--- src/rtl/alu_pkg.sv ---
// Shared types for the ALU and its upstream sequencer.
package alu_pkg;

  localparam int DATA_W = 8;

  typedef enum logic [1:0] {
    SUB  = 2'd0,
    ADD  = 2'd1,
    NAND = 2'd2
  } op_type;

  typedef enum logic [1:0] {
    IDLE  = 2'd0,
    READ  = 2'd1,
    EXEC  = 2'd2,
    WRITE = 2'd3
  } seq_state_t;

endpackage

--- src/rtl/alu_regfile.sv ---
// Purpose: REG_COUNT x 8 register file, one write port, three combinational read ports.
// Latency: write visible on reads the cycle after the write edge.
// Backpressure: none; the write port always accepts.
module alu_regfile
  import alu_pkg::*;
#(
  parameter  int REG_COUNT = 4,
  localparam int ADDR_W    = $clog2(REG_COUNT)
) (
  input  logic              clk,
  input  logic              rst,
  input  logic              we,
  input  logic [ADDR_W-1:0] waddr,
  input  logic [DATA_W-1:0] wdata,
  input  logic [ADDR_W-1:0] a_addr,
  output logic [DATA_W-1:0] a_data,
  input  logic [ADDR_W-1:0] b_addr,
  output logic [DATA_W-1:0] b_data,
  input  logic [ADDR_W-1:0] dbg_addr,
  output logic [DATA_W-1:0] dbg_data
);

  logic [DATA_W-1:0] regs [REG_COUNT];

  always_ff @(posedge clk or posedge rst) begin
    if (rst) begin
      for (int i = 0; i < REG_COUNT; i++) regs[i] <= '0;
    end else if (we) begin
      regs[waddr] <= wdata;
    end
  end

  assign a_data   = regs[a_addr];
  assign b_data   = regs[b_addr];
  assign dbg_data = regs[dbg_addr];

endmodule

--- src/rtl/alu_sequencer.sv ---
// Purpose: owns regfile + flags, runs one ALU command at a time (IDLE->READ->EXEC->WRITE).
// Latency: handshake cycle N, done/writeback in cycle N+3, next command accepted from N+4.
// Backpressure: cmd_ready/ld_ready low while busy; a pending load blocks commands in IDLE.
module alu_sequencer
  import alu_pkg::*;
#(
  parameter  int REG_COUNT = 4,
  localparam int ADDR_W    = $clog2(REG_COUNT)
) (
  input  logic              clk,
  input  logic              rst,
  input  logic              cmd_valid,
  output logic              cmd_ready,
  input  logic [1:0]        cmd_op,
  input  logic [ADDR_W-1:0] cmd_ra,
  input  logic [ADDR_W-1:0] cmd_rb,
  input  logic [ADDR_W-1:0] cmd_rd,
  input  logic              cmd_setf,
  input  logic              ld_valid,
  output logic              ld_ready,
  input  logic [ADDR_W-1:0] ld_addr,
  input  logic [DATA_W-1:0] ld_data,
  input  logic [ADDR_W-1:0] dbg_addr,
  output logic [DATA_W-1:0] dbg_data,
  output logic [DATA_W-1:0] alu_a,
  output logic [DATA_W-1:0] alu_b,
  output logic [1:0]        alu_op,
  input  logic [DATA_W-1:0] alu_out,
  input  logic              alu_zero,
  input  logic              alu_carry,
  output logic              done,
  output logic [DATA_W-1:0] result,
  output logic              zero_flag,
  output logic              carry_flag
);

  seq_state_t state, state_nxt;

  logic [1:0]        op_q;
  logic [ADDR_W-1:0] ra_q, rb_q, rd_q;
  logic              setf_q;
  logic [DATA_W-1:0] hold_out;
  logic              hold_zero, hold_carry;

  logic              rf_we;
  logic [ADDR_W-1:0] rf_waddr;
  logic [DATA_W-1:0] rf_wdata;
  logic [DATA_W-1:0] rf_a, rf_b;

  alu_regfile #(.REG_COUNT(REG_COUNT)) u_regfile (
    .clk      (clk),
    .rst      (rst),
    .we       (rf_we),
    .waddr    (rf_waddr),
    .wdata    (rf_wdata),
    .a_addr   (ra_q),
    .a_data   (rf_a),
    .b_addr   (rb_q),
    .b_data   (rf_b),
    .dbg_addr (dbg_addr),
    .dbg_data (dbg_data)
  );

  always_ff @(posedge clk or posedge rst) begin
    if (rst) state <= IDLE;
    else     state <= state_nxt;
  end

  always_comb begin
    state_nxt = state;
    cmd_ready = 1'b0;
    ld_ready  = 1'b0;
    done      = 1'b0;
    rf_we     = 1'b0;
    rf_waddr  = ld_addr;
    rf_wdata  = ld_data;
    case (state)
      IDLE: begin
        // a pending load takes the single write port, so the command waits
        ld_ready  = 1'b1;
        cmd_ready = ~ld_valid;
        rf_we     = ld_valid;
        if (cmd_valid && !ld_valid) state_nxt = READ;
      end
      READ:  state_nxt = EXEC;
      EXEC:  state_nxt = WRITE;
      WRITE: begin
        done      = 1'b1;
        rf_we     = 1'b1;
        rf_waddr  = rd_q;
        rf_wdata  = hold_out;
        state_nxt = IDLE;
      end
      default: state_nxt = IDLE;
    endcase
  end

  always_ff @(posedge clk or posedge rst) begin
    if (rst) begin
      op_q       <= '0;
      ra_q       <= '0;
      rb_q       <= '0;
      rd_q       <= '0;
      setf_q     <= 1'b0;
      alu_a      <= '0;
      alu_b      <= '0;
      alu_op     <= '0;
      hold_out   <= '0;
      hold_zero  <= 1'b0;
      hold_carry <= 1'b0;
      result     <= '0;
      zero_flag  <= 1'b0;
      carry_flag <= 1'b0;
    end else begin
      case (state)
        IDLE: begin
          if (cmd_valid && !ld_valid) begin
            op_q   <= cmd_op;
            ra_q   <= cmd_ra;
            rb_q   <= cmd_rb;
            rd_q   <= cmd_rd;
            setf_q <= cmd_setf;
          end
        end
        READ: begin
          alu_a  <= rf_a;
          alu_b  <= rf_b;
          alu_op <= op_q;
        end
        EXEC: begin
          hold_out   <= alu_out;
          hold_zero  <= alu_zero;
          hold_carry <= alu_carry;
        end
        WRITE: begin
          result <= hold_out;
          if (setf_q) begin
            zero_flag  <= hold_zero;
            carry_flag <= hold_carry;
          end
        end
        default: ;
      endcase
    end
  end

endmodule

--- config.mk ---
export PLATFORM = sky130hd
export DESIGN_NAME = alu_sequencer
export DESIGN_NICKNAME = d
export VERILOG_FILES = /design/src/rtl/alu_pkg.sv /design/src/rtl/alu_regfile.sv /design/src/rtl/alu_sequencer.sv
export SDC_FILE = /design/constraint.sdc
export NUM_CORES = 1
export LEC_CHECK = 0
export CAP_MARGIN = 10
export CORE_UTILIZATION = 56
export DETAILED_ROUTE_END_ITERATION = 16
export GPL_TIMING_DRIVEN = 0
export PLACE_DENSITY = 0.85
export SLEW_MARGIN = 10
export SYNTH_ARGS = -nofsm -noshare
export SYNTH_HDL_FRONTEND = slang
export SYNTH_HIERARCHICAL = 1
export SYNTH_SLANG_ARGS = --single-unit
--- constraint.sdc ---
create_clock -name clk -period 3.1 [get_ports clk]
set_input_delay 0.62 -clock clk [delete_from_list [all_inputs] [get_ports clk]]
set_output_delay 0.62 -clock clk [all_outputs]
set_load 0.02 [all_outputs]
==> run_results.csv <==
group,metric,value,unit
setup_path,path_cells,"buf_2 -> mux4_2 -> clkdlybuf4s50_1",
pwr,finalPower,5700,uW
clock_network,clock_latency,340,ps
synthesis,synthesis.nets,270,
place,postPlaceCellArea,0.00468,mm^2
status,status,"finished with violations",
clock_network,root_buffer,"clkbuf_8",
clock_network,clock_path_buffers,2,
synthesis,seq_area_frac_synth,52.6,%
synthesis,syn_inst,229,
clock_network,postCtsHoldBufs,0,
route,vias,2270,
place,portBuffers,71,
place,place_inst,378,
sta,maxSlewHeadroom,55.4,%
setup_path,start_kind,"primary input",
place,hpwl,5460,um
synthesis,synth_most_common_cell,"mux2_2",
setup_path,arrival,2010,ps
final_layout,fill_cells,416,
synthesis,synth_area,0.00385,mm^2
final_layout,nets,353,
sta,fmax,380,MHz
sta,worst_pin_slew,668,ps
route,drcViolationCount,2,
place,gp_congestion,0.722,
clock_network,cts_buffers,9,
final_layout,stdcell_area,0.00492,mm^2
synthesis,synth_warnings,6,
synthesis,ys_seq_elements,81,
global_routing,antenna_found_initial,0,
sta,fin_crit,2630,ps
setup_path,path_max_fanout,8,
final_layout,syn_to_final_growth,27.8,%
route,drt-wirelength-per-cell,19.2,um
pwr,ir_drop,0.573,mV
final_layout,drive_above_1_share,47.0,%
route,initialDrtViolationCount,83,
run,drv_cap,0,
sta,slew_viol_final,0,
sta,tns,0,ps
die,rows,29,
synthesis,synth_top_cell_by_area,"dfrtp_1",
final_layout,seqCellArea,0.00203,mm^2
clock_network,cts_resized,0,
synthesis,synth_area_leaders,"dfrtp_1, mux2_2, mux4_2, ha_1, buf_2",
synthesis,avgSynthCellArea,16.8,um^2
route,routed_wl,7580,um
die,core-area,0.00649,mm^2
global_routing,track_usage,23.3,%
route,viasPerCell,5.76,
clock_network,cts_sinks,81,
clock_network,cts_tree,"done",
synthesis,synth_edf_count,0,
sta,hold_violations,0,
sta,rsz0062_at_grt,"no",
setup_path,crit_slowest_cell,"mux4_2",
die,die_area,0.00722,mm^2
min_path,hp-class,"reg2reg",
final_layout,multi_input_area,0.00174,mm^2
final_layout,finish.utilization,75.8,%
setup_path,cpLargestDelayFamily,"buffers and inverters",
route,drt-pass1-iter-count,10,
die,start_util,59.3,%
route,ant_nets,0,
sta,clock_skew,7.33,ps
die,ios,74,
die,die_x,85.0,um
setup_path,slowest_delay,570,ps
die,die_y,85.0,um
pwr,leakage,0.00207,uW
pwr,cellPowerDensity,1160,mW/mm^2
status,violations,"DRC",
synthesis,synth_top_area_share,52.6,%
synthesis,postSynth.asyncResetShare,100,%
clock_network,clk_pin_slew,80,ps
synthesis,synth_cell_types,18,
setup_path,end_kind,"primary output",
global_routing,grt.overflow.total,0,
sta,period_share,84.8,%
synthesis,synth_commonest_cells,"mux2_2, dfrtp_1, mux4_2",
synthesis,ys.flop_type,"dfrtp_1",
setup_path,reg2reg_slack,680,ps
sta,setup_viol,0,
global_routing,grt_pass1_vias,2407,
global_routing,grt_pass1_wl,12600,um
clock_network,htree_levels,3,
clock_network,postCtsSetupRepairBufs,0,
setup_path,path_class,"in2out",
setup_path,path_buf_inv,2,
global_routing,grt_max_degree,33,
final_layout,layout.cells.non_filler,394,
setup_path,critPathRequiredTime,2480,ps
final_layout,antenna_cells,0,
[cells by family (layout without fill, tap and decap cells)]
group / count (synthesis) / in the layout / synth area share [%]
AO/OA/AOI/OAI: 2 / 2 / 0.357
adder cells (fa/ha/maj): 6 / 6 / 1.95
buffers and inverters: 16 / 104 / 2.21
flip-flops: 81 / 81 / 52.6
multiplexers: 115 / 115 / 40.6
AND/OR/NAND/NOR: 9 / 9 / 2.31
[stage by stage]
stage                     hold slack, ps  setup slack [ps]
after floorplan                      474               906
after global placement               484               287
after detailed placement             487               420
after CTS                            506               448
after global routing                 523               382
final                                506               471
[report_power, final]
group	switching [uW]	internal [uW]
logic	1160	1640
clock network	379	540
registers	375	1610
total	1920	3790
[worst paths after layout]
path	startpoint	depth (start not counted)	end
setup / recovery	dbg_addr[0]	3	dbg_data[7]
hold / removal	op_q[0]	1	alu_op[0]
setup reg to reg	state[1]	6	u_regfile/regs[26]
hold reg to reg	op_q[0]	1	alu_op[0]
max in group asynchronous	rst	2	u_regfile/regs[16]
min in group asynchronous	rst	2	alu_a[5]
[sequential cells by signal, summed over array words and instances, names as in the netlist, 2 cells and up]
| name | cells |
|---|---|
| alu_a | 8 |
| alu_b | 8 |
| alu_op | 2 |
| hold_out | 8 |
| op_q | 2 |
| ra_q | 2 |
| rb_q | 2 |
| rd_q | 2 |
| result | 8 |
| state | 2 |
| u_regfile/regs | 32 |
[final cells by class]
class	count	share of cell area, %
multi-input cells	132	35.4
clock inverters	6	2.34
clock buffers	10	2.59
plain buffers	11	1.35
repair buffers	72	14.8
flip-flops and latches	81	41.2
well taps	77	1.96
inverters	5	0.381
[cell usage in the layout (no fill, tap or decap), types with 2 or more instances in the layout]
master            n
mux2_2           90
dfrtp_1          81
clkdlybuf4s50_1  71
mux4_2           24
clkbuf_8          9
buf_2             8
ha_1              6
inv_1             3
bufinv_16         3
buf_4             2
nor2_1            2
inv_2             2
nand3b_2          2
[per-layer routing]
layer  part of all wire, %  global-route usage (%)
met5                     0                       0
met4                   1.2                    7.70
met3                   4.9                    4.96
met2                    51                    38.6
met1                    43                    31.1
Power figures use the tool's default switching activity.
